**config.mk**
```make
export PLATFORM = sky130hd
export DESIGN_NAME = replay_ctrl
export DESIGN_NICKNAME = d
export VERILOG_FILES = /design/src/rtl/replay_ctrl.sv
export SDC_FILE = /design/constraint.sdc
export NUM_CORES = 1
export LEC_CHECK = 0
export CAP_MARGIN = 20
export CORE_ASPECT_RATIO = 1.2
export CORE_MARGIN = 5
export CORE_UTILIZATION = 40
export CTS_BUF_LIST = sky130_fd_sc_hd__clkbuf_16
export CTS_CLUSTER_SIZE = 30
export DETAILED_ROUTE_END_ITERATION = 8
export GPL_TIMING_DRIVEN = 0
export PLACE_DENSITY = 0.68
export RECOVER_POWER = 100
export SETUP_SLACK_MARGIN = 0.3
export SYNTH_ARGS = -nofsm -noshare
export SYNTH_HDL_FRONTEND = slang
export SYNTH_SLANG_ARGS = --single-unit
```
**constraint.sdc**
```tcl
create_clock -name clk -period 2 [get_ports clk]
set_input_delay 0.4 -clock clk [delete_from_list [all_inputs] [get_ports clk]]
set_output_delay 0.4 -clock clk [all_outputs]
set_load 0.1 [all_outputs]
```
**src/rtl/replay_ctrl.sv**
```systemverilog
// Register-replay controller for redundant lanes.
// On a lane error it latches the faulty lanes and sweeps FIRST_ADDR..LAST_ADDR under a
// valid/ready handshake so the copy logic can stall. Errors during a sweep restart it, up to
// MAX_RETRY times. Loss of a healthy majority or retry exhaustion is fatal until reset.
module replay_ctrl #(
  parameter int unsigned ADDR_WIDTH = 5,
  parameter int unsigned NUM_CH     = 3,
  parameter int unsigned FIRST_ADDR = 0,
  parameter int unsigned LAST_ADDR  = 2**ADDR_WIDTH - 1,
  parameter int unsigned MAX_RETRY  = 2,
  localparam int unsigned CntW      = (MAX_RETRY > 0) ? $clog2(MAX_RETRY + 1) : 1
) (
  input  logic                  clk,
  input  logic                  rst_i,
  input  logic [NUM_CH-1:0]     error_i,
  output logic                  replay_valid_o,
  input  logic                  replay_ready_i,
  output logic [ADDR_WIDTH-1:0] replay_addr_o,
  output logic [NUM_CH-1:0]     replay_mask_o,
  output logic [CntW-1:0]       retry_cnt_o,
  output logic                  busy_o,
  output logic                  done_o,
  output logic                  fatal_o
);

  localparam logic [ADDR_WIDTH-1:0] FirstAddr = ADDR_WIDTH'(FIRST_ADDR);
  localparam logic [ADDR_WIDTH-1:0] LastAddr  = ADDR_WIDTH'(LAST_ADDR);
  localparam logic [CntW-1:0]       MaxRetry  = CntW'(MAX_RETRY);
  // More faulty lanes than this leaves no healthy majority to copy from.
  localparam int unsigned           MaxFaulty = (NUM_CH - 1) / 2;

  typedef enum logic [1:0] {
    StIdle,
    StReplay,
    StFatal
  } state_e;

  state_e                state_q, state_d;
  logic [ADDR_WIDTH-1:0] addr_q, addr_d;
  logic [NUM_CH-1:0]     mask_q, mask_d;
  logic [CntW-1:0]       retry_q, retry_d;
  logic                  valid_q, valid_d;
  logic                  busy_q, busy_d;
  logic                  done_q, done_d;
  logic                  fatal_q, fatal_d;

  logic [NUM_CH-1:0]     mask_next;
  logic                  any_err;
  logic                  majority_lost;
  logic                  xfer;
  logic                  last_addr;

  function automatic int unsigned popcount(input logic [NUM_CH-1:0] v);
    int unsigned cnt;
    cnt = 0;
    for (int unsigned i = 0; i < NUM_CH; i++) begin
      cnt += int'(v[i]);
    end
    return cnt;
  endfunction

  // Decode of the inputs against the current registered state.
  always_comb begin
    mask_next     = mask_q | error_i;
    any_err       = |error_i;
    majority_lost = popcount(mask_next) > MaxFaulty;
    xfer          = valid_q && replay_ready_i;
    last_addr     = (addr_q == LastAddr);
  end

  // Next-state and next-output computation; every output comes straight from a register.
  always_comb begin
    state_d = state_q;
    addr_d  = addr_q;
    mask_d  = mask_q;
    retry_d = retry_q;
    valid_d = valid_q;
    busy_d  = busy_q;
    done_d  = done_q;
    fatal_d = fatal_q;

    unique case (state_q)
      StIdle: begin
        if (any_err) begin
          if (majority_lost) begin
            state_d = StFatal;
            mask_d  = mask_next;
            valid_d = 1'b0;
            busy_d  = 1'b0;
            done_d  = 1'b0;
            fatal_d = 1'b1;
          end else begin
            state_d = StReplay;
            mask_d  = error_i;
            addr_d  = FirstAddr;
            retry_d = '0;
            valid_d = 1'b1;
            busy_d  = 1'b1;
            done_d  = 1'b0;
          end
        end
      end

      StReplay: begin
        // An error outranks a same-cycle handshake, even the final one.
        if (any_err) begin
          if (majority_lost || (retry_q == MaxRetry)) begin
            state_d = StFatal;
            mask_d  = mask_next;
            valid_d = 1'b0;
            busy_d  = 1'b0;
            done_d  = 1'b0;
            fatal_d = 1'b1;
          end else begin
            mask_d  = mask_next;
            addr_d  = FirstAddr;
            retry_d = retry_q + CntW'(1);
            valid_d = 1'b1;
          end
        end else if (xfer) begin
          if (last_addr) begin
            state_d = StIdle;
            addr_d  = FirstAddr;
            mask_d  = '0;
            retry_d = '0;
            valid_d = 1'b0;
            busy_d  = 1'b0;
            done_d  = 1'b1;
          end else begin
            // Only reached below LastAddr, so the increment cannot wrap.
            addr_d = addr_q + ADDR_WIDTH'(1);
          end
        end
      end

      StFatal: begin
        // Sticky: everything holds until reset.
        state_d = StFatal;
      end

      default: begin
        state_d = StFatal;
        valid_d = 1'b0;
        busy_d  = 1'b0;
        done_d  = 1'b0;
        fatal_d = 1'b1;
      end
    endcase
  end

  // State and output registers with asynchronous reset.
  always_ff @(posedge clk or posedge rst_i) begin
    if (rst_i) begin
      state_q <= StIdle;
      addr_q  <= FirstAddr;
      mask_q  <= '0;
      retry_q <= '0;
      valid_q <= 1'b0;
      busy_q  <= 1'b0;
      done_q  <= 1'b1;
      fatal_q <= 1'b0;
    end else begin
      state_q <= state_d;
      addr_q  <= addr_d;
      mask_q  <= mask_d;
      retry_q <= retry_d;
      valid_q <= valid_d;
      busy_q  <= busy_d;
      done_q  <= done_d;
      fatal_q <= fatal_d;
    end
  end

  assign replay_valid_o = valid_q;
  assign replay_addr_o  = addr_q;
  assign replay_mask_o  = mask_q;
  assign retry_cnt_o    = retry_q;
  assign busy_o         = busy_q;
  assign done_o         = done_q;
  assign fatal_o        = fatal_q;

`ifndef SYNTHESIS
  // Valid is only ever offered while a sweep is in progress.
  a_valid_busy: assert property (@(posedge clk) disable iff (rst_i) valid_q == busy_q);
  // Fatal never clears on its own.
  a_fatal_sticky: assert property (@(posedge clk) disable iff (rst_i) fatal_q |=> fatal_q);
`endif

endmodule
```
Yosys cells after proc, flatten, opt, wreduce, memory -nomap -nowiden
Index checks and enable logic that the tools add are counted.
{"block": "classes", "mul": 0, "mux": 45, "n_bitwise": 2, "reduce_logical": 12, "shift": 0, "div": 0, "eq_ne": 13, "order_cmp": 1, "addsub": 4}
{"op": "two-way mux 5 bit", "count": 6}
{"op": "two-way mux 2 bit", "count": 10}
{"op": "two-way mux 1 bit", "count": 16}
{"op": "two-way mux 3 bit", "count": 5}
{"op": "AND reduction 5 bit", "count": 3}
{"op": "!= test 3 bit (second input constant)", "count": 4}
{"op": "one-hot mux 1 bit (3 select lines)", "count": 4}
{"op": "AND reduction 4 bit", "count": 3}
{"op": "!= test 2 bit (second input constant)", "count": 5}
{"op": "one-hot mux 5 bit (2 select lines)", "count": 1}
{"op": "one-hot mux 2 bit (2 select lines)", "count": 2}
{"op": "one-hot mux 3 bit (2 select lines)", "count": 1}
{"op": "AND reduction 6 bit", "count": 1}
{"op": "adder 5 x 1 -> 5 bit (second input constant)", "count": 1}
{"op": "equality test 5 bit (second input constant)", "count": 1}
{"op": "equality test 2 bit (second input constant)", "count": 2}
{"op": "adder 2 x 1 -> 3 bit", "count": 1}
{"op": "> comparator 3 x 1 -> 1 bit (second input constant)", "count": 1}
{"op": "OR 3 bit", "count": 1}
{"op": "OR reduction 3 bit", "count": 1}
{"op": "adder 1 x 1 -> 2 bit", "count": 1}
{"op": "adder 2 x 1 -> 2 bit (second input constant)", "count": 1}
{"op": "equality test 2 x 1 -> 1 bit (second input constant)", "count": 1}
{"op": "logical NOT 2 bit", "count": 1}
{"op": "4 further kinds", "count": 4}
{"block": "totals", "latch_bits": 0, "ff_bits": 16, "mem_bits_rw": 0, "in_bits": 6, "mem_bits_ro": 0, "word_cells": 85, "memories": 0}

Logic depth before layout (Yosys ltp)
Gate-level depths: netlist (run 1).
{"block": "depth", "ltp_word": 8, "mapped_depth": 7, "ltp_nobuf": 7}

Worst setup path after synthesis (run 1)
No wires, ideal clock.
{"block": "synth_path", "path_kind": "register to register", "startpoint": "reg mask_q[2] (netlist: replay_mask_o[2])", "endpoint": "reg retry_q[1] (netlist: retry_cnt_o[1])", "slack_ps": -521, "path_stages_with_launch": 8, "path_buffers": 0, "arrival_time_ps": 2395, "path_cell_list": "dfrtp_1 > inv_1 > nand2_1 > ha_1 > o21a_1 > a2111o_1 > a21o_1 > mux2_4"}
{"block": "synth_via", "elab_chain_cells": 6, "word_cells_on_any_way": 7}
{"item": "start: declaration", "line": "40", "source": "logic [NUM_CH-1:0] mask_q, mask_d;"}
{"item": "start signal: assignment", "line": "165", "source": "mask_q <= mask_d;"}
{"item": "OR 3 bit *", "line": "64", "source": "mask_next = mask_q | error_i;"}
{"item": "adder 2 x 1 -> 3 bit *", "line": "57", "source": "cnt += int'(v[i]);"}
{"item": "> comparator 3 x 1 -> 1 bit *", "line": "66", "source": "majority_lost = popcount(mask_next) > MaxFaulty;"}
{"item": "logical OR 1 bit", "line": "107", "source": "if (majority_lost || (retry_q == MaxRetry)) begin"}
{"item": "!= test 3 bit (no line)"}
{"item": "AND reduction 6 bit (no line) *"}
{"item": "end signal: assignment", "line": "166", "source": "retry_q <= retry_d;"}
{"item": "end: declaration", "line": "41", "source": "logic [CntW-1:0] retry_q, retry_d;"}
Every way passes the cells marked *; elsewhere a longest branch is shown, timed or not.
A chain may end at the register's enable or synchronous reset.

Worst setup path in the final report (run 1)
{"block": "layout_path", "startpoint": "reg mask_q[0] (netlist: replay_mask_o[0])", "endpoint": "reg addr_q[1] (netlist: replay_addr_o[1])"}
{"block": "layout_via", "elab_chain_cells": 7, "word_cells_on_any_way": 8}
{"item": "OR 3 bit *", "line": "64"}
{"item": "adder 1 x 1 -> 2 bit *", "line": "57"}
{"item": "adder 2 x 1 -> 3 bit *", "line": "57"}
{"item": "> comparator 3 x 1 -> 1 bit *", "line": "66"}
{"item": "logical OR 1 bit", "line": "107"}
{"item": "!= test 3 bit (no line)"}
{"item": "AND reduction 5 bit (no line) *"}
{"item": "end signal: assignment", "line": "155", "source": "addr_q <= FirstAddr;"}
{"item": "end signal: assignment", "line": "164", "source": "addr_q <= addr_d;"}
{"item": "end: declaration", "line": "39", "source": "logic [ADDR_WIDTH-1:0] addr_q, addr_d;"}
Marked as above.

==> impl_results.md, run 1 <==
- Outcome: finished, violations left
- Violated checks: negative setup slack
- Clock Latency Late Sink: 0.25 ns
- Global-route wire length before repair: 4.27 mm
- Sw power: 169 uW
- Synth top area cells: dfrtp_1 (40%), ha_1 (5.3%), inv_1 (4.0%), mux2i_1 (3.2%), nand3b_1 (3.2%)
- Placed cell areas: 0.00121 mm2
- Layout cells sized above 1: between 30% and 40%
- Post-synth EDFFs: 0
- Unique masters post-synth: 37
- Slew @ Worst Pin: 0.955 ns
- GPL Wtd Cong: 0.748
- Fmax: between 400 and 500 MHz
- Seq pwr share: 42.2%
- Initial Util: around two fifths
- Most used flip-flop cell after synthesis: dfrtp_1
- Crit-path max cell delay: 0.50 ns
- Ys Warns: 0
- Residual DRC: 0
- Worst hold margin: 0.483 ns
- Total Wirelength: 2.67 mm
- Commonest cells after routing, fill and taps aside: clkdlybuf4s15_2 (9), inv_1 (8), dfrtp_1 (7)
- Final Max Slew Viols: 0
- Max-Cap Viols: 0
- CP startpoint kind: flip-flop
- P_int: 608 uW
- # diodes: 0
- Setup TNS: -0.0739 ns
- DP Cell Count: 150
- FP Rows: 19
- Ys async rst share: 100%
- Clk root buf: clkbuf_16
- Nets: about 140
- Most common cell after layout, fill and taps aside: clkdlybuf4s15_2
- Final setup violation count: 2
- Hpwl dp: roughly 1.6 mm
- Critical Path AT: approximately 2.2 ns
- Net Sw Frac: 21.8%
- Post-layout min period: 2.04 ns
- Filler Cell Count: 186
- Avg Inst Size Synth: 9.38 um2
- Mapped Cells: 100
- Combinational share of power: 6.3%
- Clock sinks: 16
- Inserted Clock Buffers: 3
- Pre-antenna DRT Iters: 4
- Worst-path clk slew: 0.05 ns
- DIE WIDTH: about 54 um
- Die H: approximately 63 um
- Crit path buf inv count: 1
- Largest net degree at the start of global routing: 17
- Element type at the critical path end: flip-flop
- Critical path type: reg2reg
- Grt ovf: 0
- Clk pwr share: 51.4%
- Post-synthesis sequential area ratio: between 40 and 50%
- Post-synth top area share: 40.0%
- Net count after synthesis: 110
- Skew final: approximately 0.0037 ns
- H-Tree Depth: 1
- Total GRT Usage: between 10% and 20%
- Vias in the first global route: ~950
- Final Hold Fails: 0
- Required time worst endpoint: 2.14 ns
- Relative slew slack: 36.6%
- Crit-path max FO: 3
- Cell taking the most area after synthesis: dfrtp_1
- Fin area: 0.00145 mm2
- Peak VDD IR: 0.000543 V
- Initial antenna violation count: 0
- Setup ws final: -0.0445 ns
- Min-Delay Path Class: in2reg
- Critical path's top delay family: simple AND/OR/NAND/NOR gates
- Die Area: 0.00342 mm2
- Antenna Nets Post-Route: 0
- Non-Filler Instances: around 160
- # IOs: 20
- Pwr per Cell Area: 534 mW/mm2
- Synthesized cell area: 938 um2
- CTS tree: done
- Hold Buf Count CTS: 0
- Vias per cell: 5.74
- Syn-to-layout area delta: 54.9%
- Cell Chain, Critical Path: inv_2 > nand2_1 > ha_1 > o21a_1 > or4_4 > or2_4 > a31o_1
- Number of synthesized register bits: 16
- DR vias: 930
- IO Port Bufs: 19
- Tcrit/Tclk final: 102%
- Slowest-stage cell, CP: or4_4
- Clock tree buffer depth: 2
- Iteration-0 DRC Markers: 35
- Unrepaired setup endpoints after global routing: true
- Leakage: 0.000618 uW
- Core ar.: 0.00226 mm2
- Wirelength per Cell: 16.5 um
cells in the mapped netlist, types with 2 or more instances:
cell / number
a21oi_1: 4
and3_1: 2
o21ai_0: 5
a21o_1: 2
nand3_1: 5
and4_1: 2
nand2_1: 3
nor2_1: 4
nor2b_1: 2
o21bai_1: 2
o211ai_1: 2
dfrtp_1: 15
nand3b_1: 4
ha_1: 4
nor3_1: 4
inv_1: 10
a31o_1: 2
mux2i_1: 3
nand2b_1: 2
clkbuf_1: 4
o22ai_1: 3
per-layer routing:
metal  share of wire [%]  wire length (um)  GRT usage (%)  vias to the layer above
met2                  52              1400           27.8                       35
met4                 3.6                95           9.35                        0
met3                 5.9               157           4.48                       10
met1                  38              1020           19.9                      461
li1                    -                 -              -                      424
met5                   0                 0              0                        -
stage by stage:
stage	total power, uW	worst slack, ns	util [%]
after global routing	808	-0.0838	64.4
after global placement	380	-0.514	53.6
after CTS	784	-0.0408	62.1
final	777	-0.0445	64.4
after floorplan	360	-0.191	-
after detailed placement	380	-0.523	53.6
power groups by stage:
stage	Combinational (uW)	Clock, uW	Sequential [uW]
2_1_floorplan	13.2	0	347
3_3_place_gp	46.1	0	334
3_5_place_dp	46.4	0	333
4_1_cts	48.8	407	328
5_1_grt	52.7	427	328
6_report	49.3	400	328
worst min-delay path: cells and delay by family:
kind	cells	cell delay, ns
buffers and inverters	2	0.23
AO/OA/AOI/OAI	1	0.07
state kept, by name (all words and copies together), names as in the netlist:
signal,count
replay_mask_o,3
replay_addr_o,5
busy_o,1
done_o,1
replay_valid_o,1
fatal_o,1
retry_cnt_o,2
state_q,2
cell type report:
class / count / area [um2] / share of cell area (%)
clock inverter: 1 / 3.75 / 0.258
tap: 31 / 38.8 / 2.67
sequential: 16 / 424 / 29.2
clock buffer: 3 / 75.1 / 5.16
timing repair buffer: 27 / 254 / 17.5
inverter: 10 / 37.5 / 2.58
multi-input combinational: 69 / 588 / 40.4
buffer: 5 / 32.5 / 2.24
logic make-up (layout without fill, tap and decap cells):
kind of cell	after synthesis	after routing	share of synthesized area, %
compound gates	25	25	18.1
mux	4	4	4.80
fa+ha+maj	4	4	5.33
simple gates	36	36	22.8
flops	16	16	42.8
buf+inv	15	46	6.13
what timing repair did:
action                     4_1_cts  5_1_grt
buffers inserted                 5        3
cloned                           0        0
resized for setup               61       15
setup endpoints to repair       29       19
pin swaps                        6       10
final timing paths:
kind                                               from                           end  slack, ns  depth (start not counted)
hold / removal                               error_i[1]  replay_mask_o[1]$_DFFE_PP0P_       0.48                          3
hold reg to reg                     fatal_o$_DFFE_PP0P_           fatal_o$_DFFE_PP0P_       0.50                          1
min in group asynchronous                         rst_i  replay_addr_o[4]$_DFFE_PP0P_       0.68                          2
setup / recovery           replay_mask_o[0]$_DFFE_PP0P_  replay_addr_o[1]$_DFFE_PP0P_      -0.04                          7
setup reg to reg           replay_mask_o[0]$_DFFE_PP0P_  replay_addr_o[1]$_DFFE_PP0P_      -0.04                          7
max in group asynchronous                         rst_i  replay_mask_o[0]$_DFFE_PP0P_       0.84                          2
(Power assumes the default switching activity.)
==> inputs of run 2 (changes only) <==
--- a/config.mk
+++ b/config.mk
@@ -6,7 +6,7 @@
 export NUM_CORES = 1
 export LEC_CHECK = 0
 export CAP_MARGIN = 20
-export CORE_ASPECT_RATIO = 1.2
+export CORE_ASPECT_RATIO = 1.1
 export CORE_MARGIN = 5
 export CORE_UTILIZATION = 40
 export CTS_BUF_LIST = sky130_fd_sc_hd__clkbuf_16
==> impl_results.md, run 2 (same netlist as run 1, synthesis figures left out) <==
- Outcome: finished, violations left
- Violated checks: negative setup slack
- Grt ovf: 0
- DIE WIDTH: about 56 um
- Fin area: ~0.0015 mm2
- Required time worst endpoint: 2.13 ns
- Min-Delay Path Class: reg2reg
- Total Wirelength: about 2.7 mm
- FP Rows: 18
- Element type at the critical path end: flip-flop
- Initial Util: roughly two fifths
- Setup ws final: -0.00865 ns
- # diodes: 0
- Vias in the first global route: 948
- Antenna Nets Post-Route: 0
- Tcrit/Tclk final: 100%
- DR vias: between 900 and 1000
- Clock Latency Late Sink: 0.25 ns
- Clock tree buffer depth: 2
- Post-layout min period: 2.01 ns
- Nets: between 100 and 150
- Skew final: 0.00118 ns
- Final setup violation count: 5
- Relative slew slack: 36.7%
- Max FFs per register: 5
- Core ar.: 0.00225 mm2
- Worst hold margin: 0.498 ns
- H-Tree Depth: 1
- Syn-to-layout area delta: 61.3%
- Fmax: 498 MHz
- Initial antenna violation count: 0
- Critical path type: reg2reg
- Layout cells sized above 1: 47.1%
- GPL Wtd Cong: between 0.7 and 0.8
- # IOs: 20
- Critical Path AT: 2.13 ns
- Most common cell after layout, fill and taps aside: buf_4
- Inserted Clock Buffers: 3
- IO Port Bufs: 19
- CTS tree: done
- CP startpoint kind: flip-flop
- Wirelength per Cell: 15.8 um
- Hpwl dp: 1.65 mm
- Clk root buf: clkbuf_16
- Final Max Slew Viols: 0
- Max-Cap Viols: 0
- Global-route wire length before repair: 4.38 mm
- Placed cell areas: about 0.0012 mm2
- Pwr per Cell Area: 522 mW/mm2
- Total GRT Usage: 16.7%
- Final Hold Fails: 0
- Crit-path max FO: 3
- Leakage: 0.000640 uW
- Unrepaired setup endpoints after global routing: true
- Hold Buf Count CTS: 0
- Pre-antenna DRT Iters: 4
- Residual DRC: 0
- Die Area: around 0.0034 mm2
- Peak VDD IR: 0.000503 V
- Commonest cells after routing, fill and taps aside: buf_4 (13), clkdlybuf4s15_2 (10), inv_1 (8)
- Iteration-0 DRC Markers: 15
- Largest net degree at the start of global routing: 17
- Vias per cell: 5.51
- Worst-path clk slew: 0.05 ns
- Die H: slightly above 60 um
- Clock sinks: 16
- Slew @ Worst Pin: 0.954 ns
==> run 2: area by class of cell <==
cell class	instances	area, um2
fillers	177	738
multi-input cells	69	596
flip-flops and latches	16	424
repair buffers	34	309
clock buffers	3	75.1
inverters	10	37.5
well taps	30	37.5
plain buffers	5	31.3
clock inverters	1	3.75
==> run 2: critical path, cell delays in order, from the launching register on <==
cell and delay [ns]:
dfrtp_4 0.47, inv_2 0.08, nand2_2 0.07, ha_4 0.24, o21a_4 0.12, or4_4 0.49, buf_6 0.14, a21oi_4 0.18
o22ai_1 0.09
==> run 2: where the power goes <==
part | internal (uW) | switching [uW]
registers | 327 | 1.22
logic | 26.6 | 38.1
clock network | 266 | 131
total | 619 | 171
==> run 2: worst paths after layout <==
path                                               from                      endpoint  slack (ns)  cells past startpoint
max in group asynchronous                         rst_i  replay_addr_o[0]$_DFFE_PP0P_        0.85                      2
hold reg to reg                     fatal_o$_DFFE_PP0P_           fatal_o$_DFFE_PP0P_        0.50                      1
min in group asynchronous                         rst_i  replay_addr_o[4]$_DFFE_PP0P_        0.68                      2
hold / removal                      fatal_o$_DFFE_PP0P_           fatal_o$_DFFE_PP0P_        0.50                      1
setup reg to reg           replay_mask_o[0]$_DFFE_PP0P_  replay_mask_o[1]$_DFFE_PP0P_      -0.009                      8
setup / recovery           replay_mask_o[0]$_DFFE_PP0P_  replay_mask_o[1]$_DFFE_PP0P_      -0.009                      8
==> run 2: per-layer routing <==
metal	vias up	GRT usage (%)	part of all wire, %
li1	439	-	-
met1	445	20.7	38
met2	34	27.4	54
met3	7	4.68	4.9
met4	0	7.46	2.8
met5	-	0	0
==> run 2: timing repair <==
item / CTS / global route
endpoints found under the setup margin: 29 / 17
gates cloned: 0 / 0
buffers inserted: 13 / 2
pin swaps: 4 / 4
resized for setup: 55 / 21
==> run 2: per-stage QoR <==
stage	setup TNS, ns	utilization, %	cells	setup slack [ns]	total power (uW)
4_1_cts	-0.281	63.7	166	-0.0659	787
6_report	-0.0255	67.2	168	-0.00865	790
5_1_grt	-0.226	67.2	168	-0.0456	824
3_5_place_dp	-4.51	53.7	149	-0.527	380
3_3_place_gp	-4.21	53.7	149	-0.516	379
2_1_floorplan	-0.719	-	100	-0.191	360
==> inputs of run 3 (changes only) <==
--- a/config.mk
+++ b/config.mk
@@ -12,10 +12,10 @@
 export CTS_BUF_LIST = sky130_fd_sc_hd__clkbuf_16
 export CTS_CLUSTER_SIZE = 30
 export DETAILED_ROUTE_END_ITERATION = 8
-export GPL_TIMING_DRIVEN = 0
 export PLACE_DENSITY = 0.68
 export RECOVER_POWER = 100
 export SETUP_SLACK_MARGIN = 0.3
 export SYNTH_ARGS = -nofsm -noshare
 export SYNTH_HDL_FRONTEND = slang
 export SYNTH_SLANG_ARGS = --single-unit
+export TNS_END_PERCENT = 10
==> impl_results.md, run 3 (same netlist as run 1, synthesis figures left out) <==
- Residual DRC: 0
- Critical Path Source: replay_mask_o[2]$_DFFE_PP0P_
- Die Area: ~0.0034 mm2
- Unrepaired setup endpoints after global routing: true
- Antenna Nets Post-Route: 0
- GPL Wtd Cong: 0.761
- Relative slew slack: between 50% and 60%
- Nets: 157
- Inserted Clock Buffers: 3
- Final Max Slew Viols: 0
- Fin area: ~0.0015 mm2
- # IOs: 20
- Wirelength per Cell: 15.8 um
- FP Rows: 18
- Slew @ Worst Pin: around 0.62 ns
- Total Wirelength: 2.79 mm
- Worst Min Path Start: fatal_o$_DFFE_PP0P_
- R2r startpoint: replay_mask_o[2]$_DFFE_PP0P_
- Critical path type: reg2reg
- Peak VDD IR: 0.000485 V
- Pre-antenna DRT Iters: 4
- Global-route wire length before repair: 4.29 mm
- Critical Path AT: 2.08 ns
- Crit-path max cell delay: 0.47 ns
- Syn-to-layout area delta: 56.3%
- Leakage: 0.000670 uW
- CTS tree: done
- CP startpoint kind: flip-flop
- DR vias: 972
- Filler Cell Count: 200
- Crit-path max FO: 3
- Cell Chain, Critical Path: inv_2 > nand2_2 > ha_4 > o21a_1 > a2111o_1 > a21o_1 > mux2_4
- Most common cell after layout, fill and taps aside: buf_4
- Element type at the critical path end: flip-flop
- IO Port Bufs: 19
- Clock tree buffer depth: 2
- Initial antenna violation count: 0
- Hold Buf Count CTS: 0
- Critical path's top delay family: compound AO/OA/AOI/OAI gates
- Fmax: around 500 MHz
- H-Tree Depth: 1
- Vias in the first global route: between 1000 and 1500
- Max-Cap Viols: 0
- Post-layout min period: 1.95 ns
- Max FFs per register: 5
- Clock Latency Late Sink: 0.25 ns
- Clk root buf: clkbuf_16
- Die H: 60.8 um
- Total GRT Usage: 16.1%
- Final setup violation count: 0
- DP Cell Count: 162
- Outcome: completed
- Final Hold Fails: 0
- Crit path buf inv count: 1
- Skew final: just over 0.002 ns
- Tcrit/Tclk final: just under 100%
- Setup TNS: 0 ns
- # diodes: 0
- Pwr per Cell Area: 543 mW/mm2
- Clock sinks: 16
- Initial Util: 41.7%
- Worst-path clk slew: 0.05 ns
- Grt ovf: 0
- DIE WIDTH: 56.2 um
- Iteration-0 DRC Markers: 22
- Layout cells sized above 1: 47.9%
- Core ar.: 0.00225 mm2
- Vias per cell: ~5.5
- Setup ws final: 0.0519 ns
- Hpwl dp: 1.86 mm
- Commonest cells after routing, fill and taps aside: buf_4 (25), clkbuf_2 (14), inv_1 (8), dfrtp_1 (8), dfrtp_2 (5)
- Non-Filler Instances: approximately 180
- Placed cell areas: 0.00129 mm2
- Pre-CTS WS: -0.497 ns
- Required time worst endpoint: 2.13 ns
- Slowest-stage cell, CP: dfrtp_4
- Min-Delay Path Class: reg2reg
- Largest net degree at the start of global routing: 18
-- run 3: cell types whose count changed in the layout (fill, tap and decap cells not counted), moves of 2 or more --
cell             change
buf_4               +12
clkbuf_2            +11
clkdlybuf4s15_2     -10
dfrtp_4              -3
buf_6                -2
dfrtp_2              +2
o22ai_1              +2
o22ai_2              -2
-- run 3: path summary, 6_finish.rpt --
kind	slack, ns	endpoint	cells past startpoint
max	0.05	retry_cnt_o[1]$_DFFE_PP0P_	7
min	0.49	fatal_o$_DFFE_PP0P_	1
max reg2reg	0.05	retry_cnt_o[1]$_DFFE_PP0P_	7
min reg2reg	0.49	fatal_o$_DFFE_PP0P_	1
max in group asynchronous	0.88	replay_mask_o[2]$_DFFE_PP0P_	2
min in group asynchronous	0.66	replay_mask_o[0]$_DFFE_PP0P_	2
-- run 3: final cells by class --
type                    instances  area [um2]  share of cell area, %
multi-input cells              69         574                   39.2
flip-flops and latches         16         415                   28.3
repair buffers                 47         323                   22.0
clock buffers                   3        75.1                   5.12
inverters                      10        37.5                   2.56
well taps                      30        37.5                   2.56
clock inverters                 1        3.75                  0.256
-- run 3: per-stage QoR --
stage	hold WS [ns]	total power (uW)	utilization (%)
floorplan	0.313	360	-
global placement	0.476	390	57.1
detailed placement	0.488	391	57.1
CTS	0.499	802	63.8
global route	0.510	820	65.1
finish	0.495	796	65.1
-- run 3: worst reg2reg max path, stage by stage (launching register included) --
cell,delay [ns]
dfrtp_4,0.47
inv_2,0.07
nand2_2,0.07
ha_4,0.24
o21a_1,0.13
a2111o_1,0.37
a21o_1,0.20
mux2_4,0.30
-- run 3: where the power goes --
part / internal [uW] / total (uW) / switching [uW]
combinational: 30.9 / 69.1 / 38.2
clock: 266 / 399 / 133
sequential: 327 / 328 / 1.21
total: 623 / 796 / 172
-- run 3: layer usage --
metal,GRT usage [%],part of all wire [%],wire [um]
met4,7.80,2.9,80
met3,3.40,3.3,92
met5,0,0,0
met2,29.7,53,1490
met1,17.8,40,1120
-- run 3: what timing repair did --
item                       4_1_cts  5_1_grt
setup endpoints to repair       16       16
resized for setup                2       22
setup buffers                   10        0
pin swaps                        4        6
cloned                           0        0
